### src/rtl/sysio_bus_master.sv
// sysio_bus_master: single-outstanding register access master with read, write and atomic bit set/clear
module sysio_bus_master #(
  parameter int AW = 8
) (
  input  logic          clk,
  input  logic          rst_n,
  input  logic          req_valid_i,
  output logic          req_ready_o,
  input  logic [1:0]    req_op_i,
  input  logic [AW-1:0] req_addr_i,
  input  logic [31:0]   req_data_i,
  input  logic [3:0]    req_sel_i,
  output logic          rsp_valid_o,
  input  logic          rsp_ready_i,
  output logic [31:0]   rsp_data_o,
  output logic [AW-1:0] waddr_o,
  output logic [31:0]   data_o,
  output logic [3:0]    sel_o,
  output logic          we_o,
  output logic [AW-1:0] raddr_o,
  output logic          rd_o,
  input  logic [31:0]   data_i
);
  localparam logic [1:0] OP_RD  = 2'b00;
  localparam logic [1:0] OP_WR  = 2'b01;
  localparam logic [1:0] OP_SET = 2'b10;
  typedef enum logic [2:0] {IDLE, RD, CAP, WR, RSP} state_t;
  state_t      state;
  logic [1:0]  op;
  logic [31:0] mask;
  logic [31:0] rdata;
  assign rsp_data_o = rdata;
  // sequencer: every strobe and bus output is a flop so rd_o/we_o cannot glitch
  always_ff @(posedge clk or negedge rst_n) begin
    if (!rst_n) begin
      state       <= IDLE;
      req_ready_o <= 1'b1;
      rd_o        <= 1'b0;
      we_o        <= 1'b0;
      rsp_valid_o <= 1'b0;
      waddr_o     <= '0;
      raddr_o     <= '0;
      data_o      <= '0;
      sel_o       <= '0;
      op          <= OP_RD;
      mask        <= '0;
      rdata       <= '0;
    end else begin
      case (state)
        IDLE: if (req_valid_i) begin
          op          <= req_op_i;
          mask        <= req_data_i;
          waddr_o     <= req_addr_i;
          raddr_o     <= req_addr_i;
          req_ready_o <= 1'b0;
          if (req_op_i == OP_WR) begin
            state  <= WR;
            we_o   <= 1'b1;
            data_o <= req_data_i;
            sel_o  <= req_sel_i;
            rdata  <= '0;
          end else begin
            state <= RD;
            rd_o  <= 1'b1;
          end
        end
        RD: begin
          rd_o  <= 1'b0;
          state <= CAP;
        end
        CAP: begin
          rdata <= data_i;
          if (op == OP_RD) begin
            state       <= RSP;
            rsp_valid_o <= 1'b1;
          end else begin
            state  <= WR;
            we_o   <= 1'b1;
            sel_o  <= 4'hF;
            data_o <= (op == OP_SET) ? (data_i | mask) : (data_i & ~mask);
          end
        end
        WR: begin
          we_o        <= 1'b0;
          state       <= RSP;
          rsp_valid_o <= 1'b1;
        end
        RSP: if (rsp_ready_i) begin
          rsp_valid_o <= 1'b0;
          req_ready_o <= 1'b1;
          state       <= IDLE;
        end
        default: state <= IDLE;
      endcase
    end
  end
endmodule

### config.mk
export PLATFORM = sky130hd
export DESIGN_NAME = sysio_bus_master
export DESIGN_NICKNAME = d
export VERILOG_FILES = /design/src/rtl/sysio_bus_master.sv
export SDC_FILE = /design/constraint.sdc
export NUM_CORES = 1
export LEC_CHECK = 0
export ABC_AREA = 1
export CORE_UTILIZATION = 30
export DETAILED_ROUTE_END_ITERATION = 12
export SLEW_MARGIN = 10
export SYNTH_ARGS = -nofsm -noshare
export SYNTH_HDL_FRONTEND = slang
export SYNTH_SLANG_ARGS = --single-unit
### constraint.sdc
create_clock -name clk -period 1.52 [get_ports clk]
set_input_delay 0.456 -clock clk [delete_from_list [all_inputs] [get_ports clk]]
set_output_delay 0.456 -clock clk [all_outputs]
set_load 0.02 [all_outputs]
==> impl_metrics.yaml, run 1 <==
outcome:
  status: "complete, but fails checks"
  failed_checks: "negative setup slack"
clock_network:
  clock_latency_ps: 420
  clkSinkCount: 117
  cts_tree: "built"
  numCtsBuffers: 17
  ctsLongestPathBuffers: 2
  cts_root_buffer: "clkbuf_16"
  htreeDepth: 4
  clk_pin_slew_ps: 60
sta:
  period_needed_ps: 1530
  rsz0062_at_grt: "true"
  setup_slack_ps: -5.18
  holdWs_ps: 442
  finClkSkew_ps: 7.11
  worstMarginPinSlew_ps: 440
  finalHoldViolCount: 0
  setup_viol: 1
  post-route-period-util_pct: 100
  relSlewSlack_pct: 70.7
  slew_viol_final: 0
  fmax_ghz: 0.656
  finalSetupTns_ps: -5.18
floorplan:
  boundaryPins: 170
  die_h_um: 139
  die_area_um2: 19400
  rows: 49
  coreArea_um2: 18200
  start_util_pct: 31.1
  die_x_um: 139
final_layout:
  n_antenna_cell: 0
  final_cell_area_um2: 8110
  n_fill_cell: 1813
  areaGrowthSynthToFinish_pct: 43.3
  postLayoutCoreUtil_pct: 44.5
  fin_cells: 1172
  nets: 1012
  drive_gt1_share_pct: 20.6
yosys:
  yosys.area.top_type: "dfrtp_1"
  synth.cell_area_um2: 5660
  ys_seq_area_share_pct: 51.8
  synth_top_cells_by_count: "435 x nand2_1, 116 x dfrtp_1, 44 x inv_1, 43 x nand3_1, 20 x o21ai_0"
  ys_seq_elements: 117
  synth.top_cell.area_share_pct: 51.3
  synthArstFlopShare_pct: 100
  yosys_warnings: 0
  syn_nets: 825
  postSynthCellCount: 743
  synth-edff-count: 0
  ys_types: 23
  synth_flop_cell: "dfrtp_1"
  post-synth-top-count-cell: "nand2_1"
  synthTopCellsByArea: "dfrtp_1 51%, nand2_1 29%, nand3_1 3.8%, inv_1 2.9%, o21ai_2 2.6%"
  syn_avg_cell_area_um2: 7.62
setup_path:
  critPathKind: "reg -> out"
  cp.arrival_ps: 1070
  required_ps: 1060
  cpMaxStageDelayCell: "dfstp_2"
  crit_family: "flip-flops"
  critPathBufInv: 1
  cp-end-kind: "output pin"
  cp_cell_sequence: "buf_6"
  cpPeakStageDelay_ps: 540
  rrSetupSlack_ps: 70
  cp_max_fo: 2
  worstSetupStartpointType: "flop"
global_routing:
  grt_usage_pct: 18.0
  grt_pass1_wl_mm: 27.0
  grt-ovfl-total: 0
  antenna_found_initial: 0
  grt_max_degree: 56
  grt_pass1_vias: 5009
pwr:
  leakagePower_nw: 4.42
  report.power.total_mw: 18.1
  p_per_area_nw_per_um2: 2230
  ir_worst_vdd_mv: 0.947
placed_design:
  io_buffers: 169
  dpl-instance-area_um2: 7650
  post-place-ws_ps: -669
  dp.cells: 1124
  gp_congestion: 0.848
  dp_hpwl_mm: 10.8
detailed_routing:
  drtAntennaViolNets: 0
  vias: 5186
  viasPerCell: 4.42
  drt_iter0_markers: 263
  remaining_drc_errors: 0
  wl_mm: 16.8
  drtPass1Iterations: 4
  wl_per_cell_um: 14.4
job:
  drv_cap: 0
hold_path:
  hold_class: "in -> async"
==> power by group <==
part	total [mW]	switching, mW	internal [mW]
Sequential	5.21	0.741	4.47
Combinational	8.54	5.32	3.22
Clock	4.32	1.45	2.87
==> state kept, by name, summed over array words and instances (netlist names), 2 cells and up <==
| name | count |
|---|---|
| state | 3 |
| sel_o | 4 |
| op | 2 |
| mask | 32 |
| raddr_o | 8 |
| data_o | 32 |
| rsp_data_o | 32 |
==> cell type report <==
type	count	area (um^2)	share of cell area (%)
clock buffers	24	482	5.94
clock inverters	8	146	1.80
well taps	229	287	3.53
flip-flops and latches	117	2930	36.1
inverters	49	184	2.27
repair buffers	210	1800	22.2
multi-input cells	535	2280	28.1
==> placed cells by master (no fill, tap or decap), types with 2 or more instances in the layout <==
cell,n
dfrtp_1,115
nand2_2,3
buf_12,13
bufinv_16,4
buf_6,3
buf_4,22
clkinv_2,2
o21ai_0,20
nor2_4,6
inv_1,44
buf_2,86
nand3_1,43
nor2_1,3
clkbuf_8,3
nand2_4,2
clkbuf_1,4
inv_2,4
nand2_1,434
clkdlybuf4s50_1,79
a21oi_1,3
o21ai_2,18
clkbuf_16,20
==> cells by family after synthesis <==
logic type / share of synthesized area [%]
AOI/OAI and AO/OA: 5.04
buffers and inverters: 8.58
DFF: 51.8
and+or+nand+nor: 34.6
==> routing by layer <==
layer / part of all wire, % / GRT usage (%) / up-vias
li1: - / - / 2636
met1: 48 / 25.0 / 2397
met2: 45 / 27.0 / 135
met3: 5.8 / 4.65 / 18
met4: 1.4 / 6.14 / 0
met5: 0 / 0 / -
==> final timing paths <==
kind                                      from  cells past startpoint        endpoint
max in group asynchronous                rst_n                      3         mask[5]
worst min register to register  rsp_data_o[28]                      2  rsp_data_o[28]
min in group clk                rsp_data_o[28]                      2  rsp_data_o[28]
worst min-delay path                     rst_n                      2        state[2]
worst max register to register        state[2]                     10       data_o[0]
worst max-delay path               req_ready_o                      1     req_ready_o
==> repair_timing <==
action                                  CTS  global route
endpoints found under the hold margin    13             0
endpoints found under the setup margin  121            82
hold buffers                              1             0
resized for setup                       345            24
pin swaps                                 2             2
gates cloned                              1             3
setup buffers                             5             6
(Power assumes the default switching activity.)
==> run 2: changes to the inputs <==
- clock period: 1.52 -> 2 ns (I/O delays scaled with it)
==> impl_metrics.yaml, run 2 (synthesis results as in run 1) <==
setup_path:
  crit_family: "buffers and inverters"
  worstSetupStartpointType: "flop"
  cpPeakStageDelay_ps: 600
  rr_worst_depth: 6
  r2r_end: "data_o[16]"
  cp.arrival_ps: 1360
  r2r-start: "state[1]"
  cpMaxStageDelayCell: "clkdlybuf4s50_1"
  critPathBufInv: 1
  cp-end-kind: "output pin"
  rrSetupSlack_ps: 210
  required_ps: 1400
  critPathKind: "reg -> out"
  cp_max_fo: 2
  cp_cell_sequence: "clkdlybuf4s50_1"
placed_design:
  dp.cells: 1120
  dp_hpwl_mm: 10.9
  gp_congestion: 0.777
  io_buffers: 169
  dpl-instance-area_um2: 7590
pwr:
  power_switching_mw: 5.55
  combPwrFrac_pct: 45.7
  leakagePower_nw: 4.71
  ir_worst_vdd_mv: 0.588
  p_int_mw: 7.71
  p_per_area_nw_per_um2: 1610
  p_clk_share_pct: 24.2
  power_frac_seq_pct: 30.1
  swShare_pct: 41.9
floorplan:
  start_util_pct: 31.1
  rows: 49
  boundaryPins: 170
  coreArea_um2: 18200
  die_x_um: 139
  die_h_um: 139
  die_area_um2: 19400
global_routing:
  antenna_found_initial: 0
  grt-ovfl-total: 0
  grt_pass1_wl_mm: 26.8
  grt_pass1_vias: 5061
  grt_usage_pct: 17.7
  grt_max_degree: 39
sta:
  post-route-period-util_pct: 98.0
  relSlewSlack_pct: 45.2
  worstMarginPinSlew_ps: 820
  period_needed_ps: 1960
  finClkSkew_ps: 9.30
  fmax_ghz: 0.510
  finalHoldViolCount: 0
  setup_viol: 0
  slew_viol_final: 0
  rsz0062_at_grt: "true"
final_layout:
  final_cell_area_um2: 8220
  final_cell_mix: "435 x nand2_1, 116 x dfrtp_1, 85 x clkdlybuf4s50_1, 55 x dlygate4sd2_1, 44 x inv_1"
  n_antenna_cell: 0
  nets: 992
  final_common_cell: "nand2_1"
  fin_cells: 1152
  areaGrowthSynthToFinish_pct: 45.2
  drive_gt1_share_pct: 9.21
detailed_routing:
  wl_mm: 16.1
  vias: 5102
  drtAntennaViolNets: 0
  drt_iter0_markers: 205
  wl_per_cell_um: 14.0
  viasPerCell: 4.43
  drtPass1Iterations: 4
  remaining_drc_errors: 0
clock_network:
  htreeDepth: 4
  cts_root_buffer: "clkbuf_16"
  postCtsSetupBuffers: 0
  numCtsBuffers: 17
  cts_tree: "built"
  clk_pin_slew_ps: 50
  clock_latency_ps: 410
  ctsLongestPathBuffers: 2
  clkSinkCount: 117
outcome:
  status: "complete, no violations"
job:
  drv_cap: 0
hold_path:
  hold_class: "in -> async"
==> run 2: final cells by class <==
type / instances / area, um^2
Fill cell: 1799 / 9990
Clock buffer: 22 / 474
Timing Repair Buffer: 191 / 1940
Clock inverter: 10 / 146
Multi-Input combinational cell: 534 / 2250
Tap cell: 229 / 287
Sequential cell: 117 / 2930
Inverter: 49 / 184
==> run 2: worst max path at each step <==
stage               slack [ps]  cells past startpoint     startpoint              to
global placement          -270                      8    req_op_i[1]      data_o[25]
floorplan                  620                      7    req_op_i[1]  rsp_data_o[10]
global route               -20                      7    req_op_i[0]      data_o[11]
finish                      40                      1  rsp_data_o[7]   rsp_data_o[7]
detailed placement        -300                      8    req_op_i[1]      data_o[16]
CTS                        0.2                      1     raddr_o[3]      waddr_o[3]
==> run 2: per-stage QoR <==
stage	setup slack [ps]	hold WS [ps]	power (mW)	TNS, ps	utilization (%)
floorplan	621	304	7.99	0	-
global placement	-267	453	10.5	-10000	41.7
detailed placement	-300	459	10.6	-10300	41.7
CTS	0.174	146	13.5	0	44.7
global route	-24.6	161	14.3	-48.6	45.1
finish	40.0	137	13.3	0	45.1
==> run 2: power by group through the flow <==
stage	Clock, mW	Sequential (mW)	Combinational [mW]
floorplan	0	4.69	3.30
global placement	0	4.03	6.47
detailed placement	0	4.03	6.53
CTS	3.27	4.00	6.19
global route	3.38	4.12	6.75
finish	3.21	3.99	6.07
==> run 2: metal layers <==
layer | wire, um | global-route usage [%] | up-vias
met2 | 7400 | 27.7 | 135
met1 | 7620 | 23.8 | 2359
met4 | 109 | 4.80 | 0
met5 | 0 | 0 | -
met3 | 1010 | 5.13 | 10
li1 | - | - | 2598
==> run 2: timing repair <==
action / CTS / global route
pin swaps: 0 / 1
hold buffers: 0 / 0
cloned: 0 / 0
setup endpoints to repair: 56 / 42
gates resized for setup: 55 / 28
==> run 3: changes to the inputs <==
- HOLD_SLACK_MARGIN: default -> 0.06
==> results of run 3 <==
Final layout, timing and power as in run 2 (identical DEF).
